==> config.mk <==
export PLATFORM = sky130hd
export DESIGN_NAME = dsp_arith_unit
export DESIGN_NICKNAME = d
export VERILOG_FILES = /design/src/rtl/dsp_arith_pkg.sv /design/src/rtl/dsp_mul16.sv /design/src/rtl/dsp_arith_unit.sv
export SDC_FILE = /design/constraint.sdc
export NUM_CORES = 1
export LEC_CHECK = 0
export BUFFER_PORTS_ARGS = -buffer_cell sky130_fd_sc_hd__buf_2
export CAP_MARGIN = 20
export CORE_UTILIZATION = 40
export CTS_CLUSTER_DIAMETER = 30
export DETAILED_ROUTE_END_ITERATION = 10
export GPL_TIMING_DRIVEN = 0
export HOLD_SLACK_MARGIN = 0.02
export PLACE_DENSITY = 0.56
export SLEW_MARGIN = 30
export SYNTH_ARGS = -nofsm -noshare
export SYNTH_HDL_FRONTEND = slang
export SYNTH_HIERARCHICAL = 1
export SYNTH_SLANG_ARGS = --single-unit
==> constraint.sdc <==
create_clock -name clk -period 12 [get_ports clk]
set_input_delay 2.4 -clock clk [delete_from_list [all_inputs] [get_ports clk]]
set_output_delay 2.4 -clock clk [all_outputs]
set_load 0.01 [all_outputs]
==> src/rtl/dsp_arith_pkg.sv <==
// Shared constants for the DSP arithmetic slice: operation encodings and
// fixed datapath widths.
package dsp_arith_pkg;

  localparam int WORD_W  = 32;
  localparam int HALF_W  = 16;
  localparam int SHAMT_W = 4;

  localparam logic [2:0] OP_ADD   = 3'b000;
  localparam logic [2:0] OP_SUB   = 3'b001;
  localparam logic [2:0] OP_MUL16 = 3'b010;
  localparam logic [2:0] OP_SHL16 = 3'b011;
  localparam logic [2:0] OP_AND   = 3'b100;
  localparam logic [2:0] OP_XOR   = 3'b101;

endpackage

==> src/rtl/dsp_mul16.sv <==
// Combinational 16x16 unsigned multiplier with a full 32-bit product.
// The top uses it for both MUL16 and SHL16 so that both land on one MAC.
module dsp_mul16
  import dsp_arith_pkg::*;
(
  input  logic [HALF_W-1:0] i_a,
  input  logic [HALF_W-1:0] i_b,
  output logic [WORD_W-1:0] o_p
);

  // Zero-extend both operands so the product is formed at full width.
  assign o_p = {{(WORD_W-HALF_W){1'b0}}, i_a} * {{(WORD_W-HALF_W){1'b0}}, i_b};

endmodule

==> src/rtl/dsp_arith_unit.sv <==
// Registered DSP arithmetic slice: ADD, reverse SUB, 16x16 MUL, and
// shift-left built as a multiply by a one-hot power of two. One-cycle latency.
// Optional bitwise AND/XOR through spread-add when DSP_ANDXOR_EN is defined;
// without it, ops 100/101 behave as illegal ops (result 0).
module dsp_arith_unit
  import dsp_arith_pkg::*;
(
  input  logic              clk,
  input  logic              reset,
  input  logic              in_valid,
  input  logic [2:0]        op,
  input  logic [WORD_W-1:0] input1,
  input  logic [WORD_W-1:0] input2,
  output logic [WORD_W-1:0] out,
  output logic              carry,
  output logic              out_valid
);

  localparam logic [HALF_W-1:0] ONE_HALF = {{(HALF_W-1){1'b0}}, 1'b1};

  logic [WORD_W:0]   w_sum;
  logic [WORD_W:0]   w_diff;
  logic [HALF_W-1:0] w_mul_b;
  logic [WORD_W-1:0] w_mul_p;
  logic [WORD_W-1:0] w_result;
  logic              w_carry;

  logic [WORD_W-1:0] r_out;
  logic              r_carry;
  logic              r_valid;

  // Carry/borrow fall out of bit 32 of a 33-bit add/subtract.
  assign w_sum  = {1'b0, input1} + {1'b0, input2};
  assign w_diff = {1'b0, input2} - {1'b0, input1};

  // SHL16 multiplies by 2^shamt, so the multiplier's B port is either the
  // low half of input2 or a one-hot word selected by input2[3:0].
  assign w_mul_b = (op == OP_SHL16) ? (ONE_HALF << input2[SHAMT_W-1:0])
                                    : input2[HALF_W-1:0];

  dsp_mul16 u_mul16 (
    .i_a (input1[HALF_W-1:0]),
    .i_b (w_mul_b),
    .o_p (w_mul_p)
  );

`ifdef DSP_ANDXOR_EN
  logic [WORD_W-1:0] w_spread_lo;
  logic [WORD_W-1:0] w_spread_hi;
  logic [WORD_W-1:0] w_and;
  logic [WORD_W-1:0] w_xor;

  // Place each bit of a half-word at an even position; the odd position
  // above it absorbs the pair's carry, so no carry ever crosses pairs.
  function automatic logic [WORD_W-1:0] spread16(input logic [HALF_W-1:0] v);
    logic [WORD_W-1:0] s;
    s = '0;
    for (int i = 0; i < HALF_W; i++) begin
      s[2*i] = v[i];
    end
    return s;
  endfunction

  assign w_spread_lo = spread16(input1[HALF_W-1:0])      + spread16(input2[HALF_W-1:0]);
  assign w_spread_hi = spread16(input1[WORD_W-1:HALF_W]) + spread16(input2[WORD_W-1:HALF_W]);

  // Even sum bits are the XOR of each pair, odd sum bits are the AND.
  genvar gi;
  generate
    for (gi = 0; gi < HALF_W; gi++) begin : g_unspread
      assign w_xor[gi]          = w_spread_lo[2*gi];
      assign w_and[gi]          = w_spread_lo[2*gi+1];
      assign w_xor[gi + HALF_W] = w_spread_hi[2*gi];
      assign w_and[gi + HALF_W] = w_spread_hi[2*gi+1];
    end
  endgenerate
`endif

  // Result/flag select by opcode; unknown ops yield zero.
  always_comb begin
    w_result = '0;
    w_carry  = 1'b0;
    case (op)
      OP_ADD: begin
        w_result = w_sum[WORD_W-1:0];
        w_carry  = w_sum[WORD_W];
      end
      OP_SUB: begin
        w_result = w_diff[WORD_W-1:0];
        w_carry  = w_diff[WORD_W];
      end
      OP_MUL16: w_result = w_mul_p;
      OP_SHL16: w_result = w_mul_p;
`ifdef DSP_ANDXOR_EN
      OP_AND:   w_result = w_and;
      OP_XOR:   w_result = w_xor;
`endif
      default: begin
        w_result = '0;
        w_carry  = 1'b0;
      end
    endcase
  end

  // Output register: capture on in_valid, hold otherwise; reset clears all.
  always_ff @(posedge clk) begin
    if (reset) begin
      r_out   <= '0;
      r_carry <= 1'b0;
      r_valid <= 1'b0;
    end else begin
      r_valid <= in_valid;
      if (in_valid) begin
        r_out   <= w_result;
        r_carry <= w_carry;
      end
    end
  end

  assign out       = r_out;
  assign carry     = r_carry;
  assign out_valid = r_valid;

endmodule

# Word level (Yosys, flattened, before mapping)
# Index checks and enable logic that the tools add are counted.
# totals
elab_cells,15
out_inout_bits,34
register_bits,34
inputBits,70
# classes
n_mul,1
n_shift,1
eq_ne,3
addsub,2
mux,3
reduce_logical,2
# ops
cell,count
32-bit case mux with 3 select lines,1
32-bit by 32-bit adder with 33-bit output,1
32-bit by 32-bit subtractor with 33-bit output,1
16-bit by 16-bit multiplier with 32-bit output,1
16-bit two-way mux,1
"1-bit by 4-bit left shift with 16-bit output, first input constant",1
"3-bit by 2-bit equality test with 1-bit output, second input constant",2
"3-bit by 1-bit equality test with 1-bit output, second input constant",1
3-bit logical NOT,1
1-bit case mux with 2 select lines,1
2-bit OR reduction,1

# Logic depth before layout (Yosys ltp)
# Gate-level depths: netlist of run 1.
# logic_depth
depth_word,4
mapped_depth,36
depth_no_buf,30

# By module
# Netlist of run 1, hierarchy kept.
# by_module_without_submodules
mod,cells_each,area_per_inst_um2,seq_area_each_um2,instances
dsp_mul16,999,8650.8,0.0,1
dsp_arith_unit,805,5617.9,680.7,1

# Worst setup path after synthesis of run 1
# Ideal clock, no wire load.
# synth_timing
path_type,input -> register
from,input op[1]
to,register r_out[29] (netlist: out[29])
t_arrival_ns,9.545
path_slack_ns,2.341
stages,33
path_buffers,5
path_cell_list,clkbuf_1 -> nor2b_1 -> clkbuf_1 -> nand2_1 -> clkbuf_1 -> o31ai_1 -> clkbuf_1 -> nand2_1 -> fa_1 -> inv_1 -> fa_1 -> inv_1 -> fa_1 -> inv_1 -> fa_1 -> fa_1 -> inv_1 -> fa_1 -> inv_1 -> ha_1 -> buf_6 -> a21oi_1 -> o21ai_0 -> a22oi_1 -> o2111ai_1 -> a31oi_1 -> a21oi_1 -> xor2_1 -> a22oi_1 -> nand2b_1 -> a221oi_1 -> o22ai_1 -> a21o_1
# synth_between
elab_chain_cells,4
word_cells_on_any_way,8
# synth_lines
item,line,text
start: declaration,dsp_arith_unit.sv:11,"input logic [2:0] op,"
3-bit by 2-bit equality test with 1-bit output,dsp_arith_unit.sv:38,assign w_mul_b = (op == OP_SHL16) ? (ONE_HALF << input2[SHAMT_W-1:0])
16-bit two-way mux,dsp_arith_unit.sv:38,
named net w_mul_b[7],dsp_arith_unit.sv:23,logic [HALF_W-1:0] w_mul_b;
16-bit by 16-bit multiplier with 32-bit output,dsp_mul16.sv:12,"assign o_p = {{(WORD_W-HALF_W){1'b0}}, i_a} * {{(WORD_W-HALF_W){1'b0}}, i_b};"
named net w_mul_p[29],dsp_arith_unit.sv:24,logic [WORD_W-1:0] w_mul_p;
32-bit case mux with 3 select lines,dsp_arith_unit.sv:83,case (op)
end signal: assignment,dsp_arith_unit.sv:114,r_out <= w_result;
end: declaration,dsp_arith_unit.sv:28,logic [WORD_W-1:0] r_out;
# The timed path passes the listed nets, and every way through them passes these cells.
# A chain may end at the register's enable or synchronous reset.

# Worst setup path after layout of run 1
# Ends and elaborated chain as after synthesis.

==> flow_metrics.py, run 1 <==
metrics = {
    "status": {
        "outcome": "finished, final reports clean",
    },
    "worst_setup_path": {
        "crit_end": "out[29]",
        "cp_max_fo": 10,
        "arrival_ps": 11700,
        "path_class": "input pin to register",
        "setup.worst_path.start": "op[1]",
        "reg2reg_to": "out[29]",
        "path_common_cell": "fa_1",
        "rr_startpoint": "out[29]",
        "cp_slowest_stage_delay_ps": 590,
        "crit_path_start_kind": "input pin",
        "critPathSlowestCell": "fa_1",
        "end_kind": "register",
        "cp.required_ps": 12170,
        "rrSetupSlack_ps": 10540,
        "ff2ff_path_depth": 5,
    },
    "job": {
        "maxCapViolations": 0,
    },
    "sta": {
        "post-route-min-period_ps": 11530,
        "setup_ws_ps": 475,
        "slew_headroom_pct": 37.4,
        "rsz0062_at_grt": "no",
        "finalClockSkew_ps": 0,
        "finalHoldViolations": 0,
        "worstMarginPinSlew_ps": 932,
        "max_freq_ghz": 0.0868,
        "setup_viol": 0,
        "totalNegativeSetupSlack_ps": 0,
        "final_max_slew_viol_count": 0,
        "timing.final.crit_share_pct": 96.0,
    },
    "cells_and_area": {
        "areaGrowthSynthToFinish_pct": 9.40,
        "final_cell_area_mm2": 0.0156,
        "drive_above_1_share_pct": 10.6,
        "instances_no_fill": 2372,
        "diodes": 0,
        "layout.nets": 2351,
        "mostFrequentLayoutCells": "inv_1, nand2_1, fa_1",
        "final_common_cell": "inv_1",
    },
    "cts": {
        "cts_buffers": 5,
        "insertion_delay_ps": 280,
        "cts_setup_buffers": 0,
        "clock-root-buffer": "clkbuf_16",
        "cts.sinks": 34,
        "cts_tree": "built",
        "htree_levels": 2,
        "clk_pin_slew_ps": 50,
        "cts.path.max_buffers": 2,
        "ctsResizeCount": 0,
        "hold_buffers": 0,
    },
    "synth": {
        "yosys.area.top_type_share_pct": 27.5,
        "synth_top_area_cell": "fa_1",
        "yosys_warnings": 6,
        "ys.flop_type": "dfxtp_1",
        "postSynthCellCount": 1804,
        "synth_area_leaders": "fa_1, ha_1, inv_1",
        "ys_seq_area_share_pct": 4.77,
        "ys_ff_latch": 34,
        "syn_area_per_cell_um2": 7.91,
        "synth_nets": 2238,
        "netlist_area_mm2": 0.0143,
        "async_reset_ff_share_pct": 0,
        "synth.distinct_cells": 97,
        "synth-edff-count": 0,
    },
    "floorplanning": {
        "die_y_um": 191,
        "rows": 68,
        "initial_core_util_pct": 41.0,
        "die_w_um": 191,
        "coreArea_mm2": 0.0348,
        "die_area_mm2": 0.0364,
        "num_io_pins": 104,
    },
    "routing": {
        "first_pass_iters": 5,
        "wl_um": 47100,
        "wl_per_cell_um": 19.8,
        "ant_nets": 0,
        "vias_per_cell": 5.53,
        "drt-initial-drc-count": 895,
        "vias": 13100,
        "drc": 0,
    },
    "placed_design": {
        "dp.cells": 2365,
        "pre_cts_ws_ps": 424,
        "port_buffers": 102,
        "hpwl_um": 39200,
        "postPlaceCellArea_mm2": 0.0155,
        "place.gp.congestion": 0.911,
    },
    "global_route": {
        "antenna_found_initial": 2,
        "grt_pass1_vias": 13400,
        "grt_max_degree": 12,
        "globalRoute.totalOverflow": 0,
        "grt_usage_pct": 26.5,
        "grt_first_pass_wirelength_um": 75000,
    },
    "power_and_ir_drop": {
        "powerDensity_mw_per_mm2": 288,
        "p_leak_nw": 7.73,
        "vdd_drop_max_mv": 0.278,
        "total_power_w": 0.00449,
    },
    "worst_hold_path": {
        "hp-class": "register to register",
    },
}
sequential cells by signal, summed over array words and instances, names as in the netlist:
register / flops
carry: 1
out_valid: 1
out: 32
per-layer routing:
layer,GRT usage [%],up-vias,share of wire (%)
met1,36.2,6526,46
met4,5.20,0,1.9
met5,0,-,0
li1,-,6166,-
met2,45.9,380,48
met3,1.79,52,4.5
area by class of cell:
type	instances	area (um^2)
clock inverter	2	10.0
timing repair buffer	106	538
fill	3585	19200
inverter	291	1090
multi-input combinational	1391	12200
buffer	88	425
clock buffer	5	125
tap	455	569
sequential	34	681
cells by family after synthesis:
group / after synthesis / share of synthesized area [%]
AND/OR/NAND/NOR: 584 / 19.9
AO/OA/AOI/OAI: 383 / 18.6
multiplexers: 11 / 0.780
flip-flops: 34 / 4.77
buffers and inverters: 379 / 10.6
adder cells (fa/ha/maj): 364 / 42.2
XOR/XNOR: 49 / 3.01
metrics by stage:
stage	utilization, %	hold WS [ps]
floorplan	-	474
global placement	44.1	470
detailed placement	44.4	469
CTS	44.8	480
global route	44.9	500
finish	44.9	479
critical path, delay by kind of cell:
kind                     cells  cell delay, ps
XOR/XNOR                     1             230
AND/OR/NAND/NOR              7             950
buffers and inverters        7            2340
adder cells (fa/ha/maj)      7            3440
AO/OA/AOI/OAI                9            2330
cell usage after synthesis, types with 29 or more instances:
master,number
and2_1,128
clkbuf_1,60
a21oi_1,112
dfxtp_1,34
o21ai_0,60
xnor2_1,38
nor2_1,99
inv_1,289
a21o_1,29
ha_1,168
fa_1,196
nand2_1,226
worst min-delay path by stage:
stage,to,cells past startpoint,start
after global routing,out[19],1,out[19]
after CTS,out[17],2,out[17]
after floorplan,out[21],2,out[21]
after global placement,out[19],1,out[19]
final,out[19],1,out[19]
after detailed placement,out[17],2,out[17]
power by group:
part	switching (W)	leakage (nW)	internal, W	total (W)
Sequential	0.0000140	0.278	0.000135	0.000149
Clock	0.0000478	0.0694	0.0000749	0.000123
Combinational	0.00262	7.39	0.00160	0.00422
Total	0.00268	7.73	0.00181	0.00449
(Power assumes the default switching activity.)
==> run 2, diff against run 1 <==
--- a/config.mk
+++ b/config.mk
@@ -13,6 +13,7 @@
 export GPL_TIMING_DRIVEN = 0
 export HOLD_SLACK_MARGIN = 0.02
 export PLACE_DENSITY = 0.56
+export REMOVE_ABC_BUFFERS = 1
 export SLEW_MARGIN = 30
 export SYNTH_ARGS = -nofsm -noshare
 export SYNTH_HDL_FRONTEND = slang
==> flow_metrics.py, run 2 (synthesis gave the netlist of run 1 again) <==
metrics = {
    "placed_design": {
        "hpwl_um": 35500,
        "port_buffers": 103,
        "place.gp.congestion": 0.928,
        "postPlaceCellArea_mm2": 0.0153,
        "dp.cells": 2295,
    },
    "sta": {
        "worstMarginPinSlew_ps": 955,
        "post-route-min-period_ps": 11030,
        "setup_viol": 0,
        "totalNegativeSetupSlack_ps": 0,
        "timing.final.crit_share_pct": 91.9,
        "rsz0062_at_grt": "no",
        "finalClockSkew_ps": 0,
        "max_freq_ghz": 0.0907,
        "final_max_slew_viol_count": 0,
        "slew_headroom_pct": 36.3,
        "finalHoldViolations": 0,
    },
    "cts": {
        "clk_pin_slew_ps": 70,
        "hold_buffers": 0,
        "cts.sinks": 34,
        "cts.path.max_buffers": 2,
        "cts_buffers": 5,
        "ctsResizeCount": 0,
        "cts_setup_buffers": 0,
        "clock-root-buffer": "clkbuf_16",
        "insertion_delay_ps": 300,
        "htree_levels": 2,
        "cts_tree": "built",
    },
    "cells_and_area": {
        "finish.utilization_pct": 44.5,
        "layout.nets": 2281,
        "drive_above_1_share_pct": 11.1,
        "mostFrequentLayoutCells": "inv_1, nand2_1, fa_1",
        "final_common_cell": "inv_1",
        "final_cell_area_mm2": 0.0155,
        "areaGrowthSynthToFinish_pct": 8.63,
        "instances_no_fill": 2304,
        "largest_reg_flops": 32,
    },
    "power_and_ir_drop": {
        "swShare_pct": 57.5,
        "power_frac_clock_pct": 4.3,
        "netSwitchingPower_w": 0.00236,
        "combinationalPowerShare_pct": 91.8,
        "internal_power_w": 0.00174,
        "total_power_w": 0.00410,
        "vdd_drop_max_mv": 0.364,
        "p_leak_nw": 7.67,
        "seqPwrFrac_pct": 3.8,
        "powerDensity_mw_per_mm2": 265,
    },
    "worst_setup_path": {
        "cp.required_ps": 12200,
        "cp_slowest_stage_delay_ps": 630,
        "crit_buf_inv": 5,
        "arrival_ps": 11230,
        "cp_top_family": "adder cells",
        "end_kind": "register",
        "critPathSlowestCell": "or3_1",
        "path_class": "input pin to register",
        "rrSetupSlack_ps": 10450,
        "cp_max_fo": 29,
        "crit_path_start_kind": "input pin",
        "path_common_cell": "fa_1",
    },
    "routing": {
        "drc": 0,
        "first_pass_iters": 5,
        "ant_nets": 0,
        "wl_per_cell_um": 18.8,
        "vias": 12600,
        "wl_um": 43400,
        "drt-initial-drc-count": 827,
        "vias_per_cell": 5.47,
    },
    "global_route": {
        "antenna_found_initial": 1,
        "grt_pass1_vias": 13200,
        "grt_usage_pct": 24.8,
        "grt_first_pass_wirelength_um": 70700,
        "grt_max_degree": 33,
        "globalRoute.totalOverflow": 0,
    },
    "worst_hold_path": {
        "hp-class": "register to register",
    },
    "floorplanning": {
        "coreArea_mm2": 0.0348,
        "num_io_pins": 104,
        "initial_core_util_pct": 41.0,
        "rows": 68,
        "die_area_mm2": 0.0364,
        "die_y_um": 191,
        "die_w_um": 191,
    },
    "job": {
        "maxCapViolations": 0,
    },
    "status": {
        "outcome": "finished, final reports clean",
    },
}
run 2: through the flow:
stage          setup WS [ps]  hold slack, ps
2_1_floorplan           1250             474
5_1_grt                  475             519
6_report                 971             476
4_1_cts                 1000             478
3_5_place_dp             694             466
3_3_place_gp           -2520             468
run 2: cell type report:
| class | instances | area [um^2] |
|---|---|---|
| Tap cell | 455 | 569 |
| Multi-Input combinational cell | 1391 | 12300 |
| Inverter | 291 | 1090 |
| Fill cell | 3492 | 19300 |
| Sequential cell | 34 | 681 |
| Clock buffer | 5 | 125 |
| Timing Repair Buffer | 124 | 704 |
| Antenna cell | 1 | 2.50 |
| Clock inverter | 3 | 68.8 |
run 2: worst register-to-register path, cell delays in order, from the launching register on:
cell and delay (ps):
dfxtp_1 330, a22oi_1 280, nand2b_1 100, a221oi_1 410
o22ai_1 130, a21o_1 190
run 2: metal layers:
metal / vias up / GRT usage [%] / share of wire (%)
met5: - / 0 / 0.032
met4: 2 / 7.72 / 3.1
met2: 348 / 41.8 / 48
met3: 73 / 3.39 / 5.0
li1: 6012 / - / -
met1: 6177 / 32.5 / 44
run 2: worst paths after layout:
check,from,to,cells after the start
worst min-delay path,out[17],out[17],2
worst min register to register,out[17],out[17],2
worst max-delay path,op[1],out[29],29
worst max register to register,out[29],out[29],5
run 2: power groups by stage:
stage	clock [W]	combinational, W	sequential [W]
6_report	0.000178	0.00377	0.000157
5_1_grt	0.000185	0.00422	0.000157
4_1_cts	0.000181	0.00377	0.000155
3_5_place_dp	0	0.00372	0.000157
3_3_place_gp	0	0.00369	0.000158
2_1_floorplan	0	0.00277	0.000157
==> run 3, diff against run 2 <==
--- a/config.mk
+++ b/config.mk
@@ -5,6 +5,7 @@
 export SDC_FILE = /design/constraint.sdc
 export NUM_CORES = 1
 export LEC_CHECK = 0
+export ABC_AREA = 1
 export BUFFER_PORTS_ARGS = -buffer_cell sky130_fd_sc_hd__buf_2
 export CAP_MARGIN = 20
 export CORE_UTILIZATION = 40
@@ -12,7 +13,7 @@
 export DETAILED_ROUTE_END_ITERATION = 10
 export GPL_TIMING_DRIVEN = 0
 export HOLD_SLACK_MARGIN = 0.02
-export PLACE_DENSITY = 0.56
+export PLACE_DENSITY = 0.55
 export REMOVE_ABC_BUFFERS = 1
 export SLEW_MARGIN = 30
 export SYNTH_ARGS = -nofsm -noshare
==> flow_metrics.py, run 3 <==
metrics = {
    "global_route": {
        "grt_usage_pct": 26.1,
        "globalRoute.totalOverflow": 0,
        "busiest_layer": "met2",
        "grt_first_pass_wirelength_um": 84800,
        "grt_use_met2_pct": 46.2,
        "grt_max_degree": 36,
        "use_met1_pct": 34.6,
        "grt_pass1_vias": 16200,
        "antenna_found_initial": 0,
        "grtUsageMet3_pct": 1.45,
    },
    "cells_and_area": {
        "finish.utilization_pct": 43.8,
        "mostFrequentLayoutCells": "nand2_1, inv_1, fa_1",
        "largest_reg_flops": 32,
        "final_common_cell": "nand2_1",
        "areaGrowthSynthToFinish_pct": 7.04,
        "diodes": 0,
        "fill_cells": 4393,
        "drive_above_1_share_pct": 7.21,
        "layout.nets": 3180,
    },
    "synth": {
        "async_reset_ff_share_pct": 0,
        "ys.flop_type": "dfxtp_1",
        "synth-edff-count": 0,
        "ys_ff_latch": 34,
        "synth.distinct_cells": 39,
        "yosys.area.top_type_share_pct": 24.0,
        "synth_area_leaders": "fa_1, nand2_1, inv_1",
        "synth_top_area_cell": "fa_1",
        "synth.top_cells.by_count": "nand2_1, inv_1, fa_1",
        "syn_area_per_cell_um2": 5.99,
        "yosysMostFrequentCell": "nand2_1",
        "netlist_area_mm2": 0.0164,
        "yosys_warnings": 6,
        "postSynthCellCount": 2732,
        "ys_seq_area_share_pct": 4.16,
    },
    "cts": {
        "clock-root-buffer": "clkbuf_16",
        "cts.path.max_buffers": 2,
        "cts_buffers": 5,
        "cts_setup_buffers": 0,
        "clk_pin_slew_ps": 60,
        "insertion_delay_ps": 310,
        "cts.sinks": 34,
        "hold_buffers": 0,
        "cts_tree": "built",
        "htree_levels": 2,
        "ctsResizeCount": 0,
    },
    "sta": {
        "rsz0062_at_grt": "no",
        "slew_headroom_pct": 39.9,
        "whs_ps": 464,
        "finalClockSkew_ps": 0,
        "finalHoldViolations": 0,
        "final_max_slew_viol_count": 0,
        "totalNegativeSetupSlack_ps": 0,
        "setup_viol": 0,
        "worstMarginPinSlew_ps": 901,
        "timing.final.crit_share_pct": 82.3,
        "max_freq_ghz": 0.101,
        "post-route-min-period_ps": 9880,
    },
    "placed_design": {
        "place.gp.congestion": 0.987,
        "port_buffers": 103,
        "hpwl_um": 45500,
    },
    "job": {
        "maxCapViolations": 0,
    },
    "power_and_ir_drop": {
        "total_power_w": 0.00445,
        "vdd_drop_max_mv": 0.190,
        "p_leak_nw": 10.9,
        "powerDensity_mw_per_mm2": 254,
    },
    "worst_setup_path": {
        "cp_max_fo": 33,
        "end_kind": "register",
        "critPathSlowestCell": "o22ai_2",
        "ff2ff_path_depth": 2,
        "path_class": "input pin to register",
        "cp_slowest_stage_delay_ps": 770,
        "path_common_cell": "nand2_1",
        "crit_path_start_kind": "input pin",
        "cp.required_ps": 12230,
        "rrSetupSlack_ps": 11320,
        "arrival_ps": 10120,
    },
    "routing": {
        "ant_nets": 0,
        "wl_per_cell_um": 16.2,
        "first_pass_iters": 5,
        "drc": 0,
        "vias_per_cell": 4.90,
        "drt-initial-drc-count": 988,
        "wl_um": 53100,
        "vias": 16000,
    },
    "floorplanning": {
        "initial_core_util_pct": 40.9,
        "die_y_um": 204,
        "coreArea_mm2": 0.0400,
        "die_area_mm2": 0.0417,
        "die_w_um": 204,
        "num_io_pins": 104,
        "rows": 73,
    },
    "worst_hold_path": {
        "hp-class": "register to register",
        "holdPathStages": 2,
    },
    "status": {
        "outcome": "finished, final reports clean",
    },
}
==> run 3: final timing paths <==
check          start       to
min reg2reg  out[11]  out[11]
max            op[2]  out[22]
min          out[11]  out[11]
max reg2reg  out[17]  out[17]
==> run 3: critical path, delay by kind of cell <==
family	cells	cell delay, ps
simple gates	15	2630
buf+inv	6	690
fa+ha+maj	7	3460
compound gates	2	910
==> run 3: kinds of logic after synthesis <==
| family | count (synthesis) | synth area share (%) |
|---|---|---|
| XOR/XNOR | 19 | 1.02 |
| flip-flops | 34 | 4.16 |
| AND/OR/NAND/NOR | 1322 | 33.1 |
| AO/OA/AOI/OAI | 185 | 6.06 |
| adder cells (fa/ha/maj) | 364 | 36.8 |
| buffers and inverters | 808 | 18.8 |
==> run 3: power breakdown <==
part | internal, W | leakage [nW] | switching [W]
registers | 0.000137 | 0.277 | 0.0000117
clock network | 0.000120 | 0.0940 | 0.0000664
logic | 0.00143 | 10.5 | 0.00269
total | 0.00169 | 10.9 | 0.00277
==> run 3: area by class of cell <==
type / instances / area, um^2 / share of cell area (%)
flip-flops and latches: 34 / 681 / 3.89
multi-input cells: 1890 / 12700 / 72.5
well taps: 525 / 657 / 3.75
inverters: 701 / 2630 / 15.0
clock inverters: 3 / 68.8 / 0.393
repair buffers: 114 / 656 / 3.74
clock buffers: 5 / 125 / 0.714
==> run 3: through the flow <==
step	instance area [um^2]	std cells	setup slack, ps
final	17500	3272	2120
after detailed placement	17300	3264	1820
after floorplan	15900	2625	2100
after CTS	17500	3272	2140
after global routing	17500	3272	1580
after global placement	17100	3253	-491
==> run 3: metal layers <==
metal	part of all wire [%]	vias to the layer above
li1	-	8017
met1	46	7633
met2	48	334
met3	3.7	59
met4	2.1	0
met5	0	-
